File: config.mk
export PLATFORM = sky130hd
export DESIGN_NAME = midi_uart_rx_flat
export DESIGN_NICKNAME = d
export VERILOG_FILES = /design/src/rtl/midi_uart_rx_if.sv /design/src/rtl/midi_uart_rx.sv /design/src/flat_wrapper.sv
export SDC_FILE = /design/constraint.sdc
export NUM_CORES = 1
export LEC_CHECK = 0
export ABC_AREA = 1
export ABC_CLOCK_PERIOD_IN_PS = 1900
export BUFFER_PORTS_ARGS = -buffer_cell sky130_fd_sc_hd__clkbuf_2
export CORE_ASPECT_RATIO = 0.6
export CORE_MARGIN = 3
export CORE_UTILIZATION = 58
export DETAILED_ROUTE_END_ITERATION = 16
export PLACE_DENSITY = 0.78
export SYNTH_ARGS = -nofsm -noshare
export SYNTH_HDL_FRONTEND = slang
export SYNTH_SLANG_ARGS = --single-unit
File: constraint.sdc
create_clock -name CLK -period 1.9 [get_ports CLK]
set_input_delay 0.38 -clock CLK [delete_from_list [all_inputs] [get_ports CLK]]
set_output_delay 0.38 -clock CLK [all_outputs]
set_load 0.005 [all_outputs]
File: src/rtl/midi_uart_rx_if.sv
// midi_uart_rx_if: received-byte strobe bundle from the MIDI UART receiver to its consumer
interface midi_uart_rx_if;
  logic [7:0] data;
  logic       dv;
  logic       ferr;
  modport master (output data, dv, ferr);
  modport slave  (input  data, dv, ferr);
endinterface

File: src/rtl/midi_uart_rx.sv
// midi_uart_rx: 8N1 MIDI serial receiver with mid-bit sampling and framing-error discard
module midi_uart_rx #(
  parameter int CLK_FREQ = 100000000,
  parameter int BAUD     = 31250
) (
  input  logic CLK,
  input  logic RST,
  input  logic CE,
  input  logic rx,
  midi_uart_rx_if.master m
);
  localparam int CPB  = CLK_FREQ / BAUD;
  localparam int HALF = CPB / 2;
  localparam int CW   = $clog2(CPB);
  typedef enum logic [2:0] {IDLE, START, DATA, STOP, BRK} state_t;
  state_t state, state_n;
  logic [CW-1:0] cnt, cnt_n;
  logic [2:0] idx, idx_n;
  logic [7:0] shreg, shreg_n, data_q, data_n;
  logic [1:0] sync;
  logic dv_q, dv_n, ferr_q, ferr_n, rx_s, tick;
  assign rx_s   = sync[1];
  assign m.data = data_q;
  assign m.dv   = dv_q;
  assign m.ferr = ferr_q;
  assign tick   = cnt == (state == START ? CW'(HALF - 1) : CW'(CPB - 1));
  always_ff @(posedge CLK) begin
    if (!RST) begin
      state  <= IDLE;
      cnt    <= '0;
      idx    <= '0;
      shreg  <= '0;
      data_q <= '0;
      dv_q   <= 1'b0;
      ferr_q <= 1'b0;
      sync   <= 2'b11;
    end else if (CE) begin
      state  <= state_n;
      cnt    <= cnt_n;
      idx    <= idx_n;
      shreg  <= shreg_n;
      data_q <= data_n;
      dv_q   <= dv_n;
      ferr_q <= ferr_n;
      sync   <= {sync[0], rx};
    end else begin
      dv_q   <= 1'b0;
      ferr_q <= 1'b0;
    end
  end
  always_comb begin
    state_n = state;
    cnt_n   = cnt + 1'b1;
    idx_n   = idx;
    shreg_n = shreg;
    data_n  = data_q;
    dv_n    = 1'b0;
    ferr_n  = 1'b0;
    case (state)
      IDLE: begin
        cnt_n   = '0;
        state_n = rx_s ? IDLE : START;
      end
      START: if (tick) begin
        cnt_n   = '0;
        idx_n   = '0;
        state_n = rx_s ? IDLE : DATA;
      end
      DATA: if (tick) begin
        cnt_n   = '0;
        shreg_n = {rx_s, shreg[7:1]};
        idx_n   = idx + 1'b1;
        state_n = idx == 3'd7 ? STOP : DATA;
      end
      STOP: if (tick) begin
        cnt_n   = '0;
        data_n  = rx_s ? shreg : data_q;
        dv_n    = rx_s;
        ferr_n  = !rx_s;
        state_n = rx_s ? IDLE : BRK;
      end
      BRK: begin
        cnt_n   = '0;
        state_n = rx_s ? IDLE : BRK;
      end
      default: state_n = IDLE;
    endcase
  end
endmodule

File: src/flat_wrapper.sv
// flat-port wrapper written by rule: the top's interface ports become plain ports
module midi_uart_rx_flat 
#(
  parameter int CLK_FREQ = 100000000,
  parameter int BAUD     = 31250
)
  (CLK, RST, CE, rx, m_data, m_dv, m_ferr);
  midi_uart_rx_if m_i ();
  input  logic CLK;
  input  logic RST;
  input  logic CE;
  input  logic rx;
  output wire logic [$bits(m_i.data)-1:0] m_data;
  output wire logic [$bits(m_i.dv)-1:0] m_dv;
  output wire logic [$bits(m_i.ferr)-1:0] m_ferr;
  assign m_data = m_i.data;
  assign m_dv = m_i.dv;
  assign m_ferr = m_i.ferr;
  midi_uart_rx #(.CLK_FREQ(CLK_FREQ), .BAUD(BAUD)) u_core (.CLK(CLK), .RST(RST), .CE(CE), .rx(rx), .m(m_i));
endmodule
# [Word-level counts from Yosys, hierarchy flattened]
# Index checks and enable logic that the tools add are counted.
[word_totals] register_bits=38 wordCells=43 inputBits=4 out_inout_bits=10
[op_classes] eq_ne=9 reduce_logical=10 n_addsub=2 mux=14
[op_table] op="$mux W12" n=2
[op_table] op="$pmux W12 S2" n=1
[op_table] op="$mux W3" n=6
[op_table] op="$reduce_and A4 Y1" n=4
[op_table] op="$pmux W3 S5" n=1
[op_table] op="$add A12 B1 Y12 const B" n=1
[op_table] op="$eq A12 B12 Y1" n=1
[op_table] op="$eq A3 B2 Y1 const B" n=2
[op_table] op="$eq A3 B3 Y1 const B" n=2
[op_table] op="$ne A2 B1 Y1 const B" n=3
[op_table] op="$pmux W3 S2" n=1
[op_table] op="$add A3 B1 Y3 const B" n=1
[op_table] op="$eq A3 B1 Y1 const B" n=1
[op_table] op="$logic_not A3 Y1" n=1
[op_table] op="$reduce_and A3 Y1" n=1
[op_table] op="$reduce_or A3 Y1" n=1
[op_table] op="$mux W1" n=2
[op_table] op="$mux W2" n=1
[op_table] op="$reduce_bool A2 Y1" n=1
[op_table] op="$reduce_or A2 Y1" n=1
[op_table] op="$logic_not A1 Y1" n=1

# [Logic depth before layout (Yosys ltp)]
[depth] ltp_word=5 mapped_depth=12 ltp_nobuf=11

# [Worst setup path after synthesis]
# OpenSTA, ideal clock, no wires.
[synth_timing] kind="reg2reg" start="register u_core.cnt[0]" end="register u_core.data_q[1] (netlist: u_core.m.data[1])" path_buffers=1 required_ns=1.787 period_less_slack_ns=1.523 arrival_ns=1.410 stages_incl_launch_ff=12 setup_ns=0.113 slack_ns=0.377 path_cell_list="dfxtp_1 ha_1 nand2_1 inv_1 nand2_1 nor2_4 nand3_2 nor2_4 nand3_4 buf_6 nor2_1 nor2_1"
[synth_between] elab_chain_cells=2
[synth_lines] item="from (decl)" line_no="midi_uart_rx.sv:17" source="logic [CW-1:0] cnt, cnt_n;"
[synth_lines] item="from (signal assigned)" line_no="midi_uart_rx.sv:39" source="cnt <= cnt_n;"
[synth_lines] item="$eq A12 B12 Y1" line_no="midi_uart_rx.sv:26" source="assign tick = cnt == (state == START ? CW'(HALF - 1) : CW'(CPB - 1));"
[synth_lines] item="$reduce_and A4 Y1 (no line)"
[synth_lines] item="to (signal assigned)" line_no="midi_uart_rx.sv:42" source="data_q <= data_n;"
[synth_lines] item="to (decl)" line_no="midi_uart_rx.sv:19" source="logic [7:0] shreg, shreg_n, data_q, data_n;"
# Every way passes these cells.
# A chain may end at the register's enable or synchronous reset.

# [Final worst setup path]
[layout_timing] start="register u_core.cnt[1]" end="register u_core.shreg[6]"
[layout_between] elab_chain_cells=2
[layout_lines] item="$eq A12 B12 Y1" line_no="midi_uart_rx.sv:26"
[layout_lines] item="$reduce_and A3 Y1 (no line)"
[layout_lines] item="to (signal assigned)" line_no="midi_uart_rx.sv:41" source="shreg <= shreg_n;"
[layout_lines] item="to (decl)" line_no="midi_uart_rx.sv:19"
# Every way passes these cells.

==> qor.txt <==
Status: finished clean
GRT busiest layer: met1
CTS-repair resized insts: 0
Chip Width: 75.7 µm
GRT met2 Usage: 25.3%
Post-Route WL: 3320 µm
Vias/cell: 4.82
Logic gate share of total power: 4.4%
First-pass GRT wire length: 5600 µm
Area of the multi-input gates: 797 µm²
Gpl congestion: 0.822
Slew Limit Headroom: 70.7%
Clock slew at reported path FFs: 0.08 ns
DR iter-0 viols: 132
Inst Count DP: 285
HP Class: in2reg
Post-Synthesis Cell Area: 1690 µm²
Sequential power share: 51.5%
H-tree depth: 2
PortBufs: 13
Sw Share: 21.1%
GR Layer Usage met3: 8.81%
CP Class: reg2reg
# hold bufs at CTS: 0
Core ar.: 2650 µm²
Fmax: 595 MHz
TritonCTS buffer count: 5
Clk network pwr share: 44.1%
Final layout net count: 259
Cells taking the most area after synthesis: dfxtp_1 45%, nor2_1 12%, nand2_1 11%
Utilization after layout: 72.0%
Pins over their slew limit: 0
Die height: 47.9 µm
Initial antenna violation count: 0
Detailed-route via count: 1407
RSZ-0062 raised after global routing: no
Period utilization: 88.5%
FF-to-FF path depth: 10
Crit path launch type: flop
Setup_tns: 0 ns
Die area: 3620 µm²
Share of layout cells above drive strength 1: 14.7%
Post-synth EDFFs: 0
Post-place instance area: 1790 µm²
# rows: 14
Final hold vios: 0
Setup bufs post-CTS: 0
RR Endpoint: u_core.shreg[6]$_SDFFE_PN0P_
Register area: 761 µm²
Fin Clk Skew: 0.00945 ns
Post-synthesis sequential area ratio: 44.9%
# DRC: 0
Arr. time, crit path: 1.88 ns
Crit path capture type: flop
FF+latch count, synth: 38
HPWL after detailed placement: 2310 µm
CTS tree: done
Synth Flop Type: dfxtp_1
Final setup vio count: 0
Crit-path max FO: 8
Root Buffer: clkbuf_8
Initial core utilization: 64.0%
Reported max-cap violation count: 0
Fill count: 223
Count leader, synth: nor2_1
Synth top area share: 44.9%
Worst-margin pin slew: 0.435 ns
Async S/R FF share, synth: 0%
Synth Net Count: 241
Critical path capture point: u_core.shreg[6]$_SDFFE_PN0P_
Vias in the first global route: 1144
Maximum vdd ir drop: 567 µV
CP required: 2.09 ns
First-pass iteration count of the detailed router: 4
CTS Sinks: 38
Leak pwr: 0.903 nW
Int Pwr: 1.24 mW
YS warnings: 0
Post-route minimum period: 1.68 ns
Non-Filler Instances: 292
Post-synthesis cell type count: 28
Final instance area: 1910 µm²
Post-route ant nets: 0
Reg2reg setup slack: 0.22 ns
CP Launch Point: u_core.cnt[1]$_SDFFE_PN0P_
Wire length per cell: 11.4 µm
Gr ovfl total: 0
CTS Buffer Depth: 2
Leading area contributor after synthesis: dfxtp_1
Avg Inst Size Synth: 7.23 µm²
Area delta synth->final: 12.6%
R2r startpoint: u_core.cnt[1]$_SDFFE_PN0P_
Commonest cells post-synth: 56 x nor2_1, 49 x nand2_1, 38 x dfxtp_1, 20 x inv_1, 12 x a21oi_1
Clk Latency, worst-skew pair: 0.29 ns
Tot GR Track Use: 21.7%
Switching power total: 0.333 mW
Hold WS: 0.294 ns
Ant diodes: 0
Largest net degree at the start of global routing: 20
Mapped Cells: 234
Pwr per Cell Area: 828 nW/µm²
Met1 usage: 33.0%
Top-Level Pins: 14
-- kinds of logic (layout without fill, tap and decap cells) --
group	Yosys count	after routing	synth area share, %
DFF	38	38	44.9
AOI/OAI and AO/OA	24	24	7.32
and+or+nand+nor	132	132	33.9
adders and majority gates	3	3	2.22
buffers and inverters	30	48	7.98
xor gates and xnor gates	7	7	3.62
-- state kept, by name (all words and copies together), names as in the netlist --
name	flops
u_core.cnt	12
u_core.idx	3
u_core.m.data	8
u_core.m.dv	1
u_core.m.ferr	1
u_core.shreg	8
u_core.state	3
u_core.sync	2
-- critical path: stages, from the launching register on --
cell	delay [ns]
dfxtp_1	0.36
ha_1	0.20
nand2_1	0.06
inv_1	0.05
nand2_1	0.07
nor2_4	0.11
nand3_2	0.12
nor2_4	0.16
nand2_1	0.20
o21ai_1	0.21
nor2_1	0.06
-- through the flow --
stage / setup slack (ns) / power (mW)
after floorplan: 0.377 / 0.880
after global placement: 0.288 / 0.898
after detailed placement: 0.226 / 0.899
after CTS: 0.193 / 1.59
after global routing: 0.0276 / 1.64
final: 0.218 / 1.58
-- layer usage --
metal  vias up  wire (µm)  part of all wire (%)
met5         -          0                     0
met4         0         57                   1.7
met3         7        249                   7.5
met2        40       1130                    34
met1       587       1880                    57
li1        773          -                     -
-- layout by cell type, fill, tap and decap left out --
master,instances
a21oi_1,12
xor2_1,6
nor2_4,2
nand3b_1,1
nand2_1,49
clkbuf_2,13
ha_1,3
nand3_4,1
a32oi_1,1
inv_1,20
nand2_2,4
nor3_1,6
dfxtp_1,38
nand3_1,9
o21ai_1,8
and3_1,1
nand3_2,1
clkbuf_8,6
inv_2,4
xnor2_1,1
nor2_1,56
nor3_2,1
nand4_1,1
o21ai_0,3
buf_4,4
bufinv_16,1
-- layout make-up --
type / instances / area share, %
Sequential cell: 38 / 39.9
Inverter: 24 / 4.73
Timing Repair Buffer: 17 / 4.99
Clock inverter: 1 / 1.58
Multi-Input combinational cell: 166 / 41.8
Clock buffer: 6 / 4.33
Tap cell: 40 / 2.63
-- power by group through the flow --
stage / sequential, mW / clock [mW] / combinational, mW
5_1_grt: 0.815 / 0.742 / 0.0798
4_1_cts: 0.813 / 0.707 / 0.0678
2_1_floorplan: 0.829 / 0 / 0.0511
6_report: 0.813 / 0.696 / 0.0688
3_3_place_gp: 0.831 / 0 / 0.0669
3_5_place_dp: 0.831 / 0 / 0.0676
-- how the worst min path moves through the flow --
| stage | from | end | slack [ns] | depth (start not counted) |
|---|---|---|---|---|
| after floorplan | u_core.sync[0]$_SDFFE_PN1P_ | u_core.sync[0]$_SDFFE_PN1P_ | 0.43 | 2 |
| after global placement | u_core.sync[0]$_SDFFE_PN1P_ | u_core.sync[0]$_SDFFE_PN1P_ | 0.45 | 2 |
| after detailed placement | u_core.sync[0]$_SDFFE_PN1P_ | u_core.sync[0]$_SDFFE_PN1P_ | 0.45 | 2 |
| after CTS | rx | u_core.sync[0]$_SDFFE_PN1P_ | 0.29 | 3 |
| after global routing | RST | u_core.sync[0]$_SDFFE_PN1P_ | 0.33 | 2 |
| final | rx | u_core.sync[0]$_SDFFE_PN1P_ | 0.29 | 3 |
(Power assumes the default switching activity.)
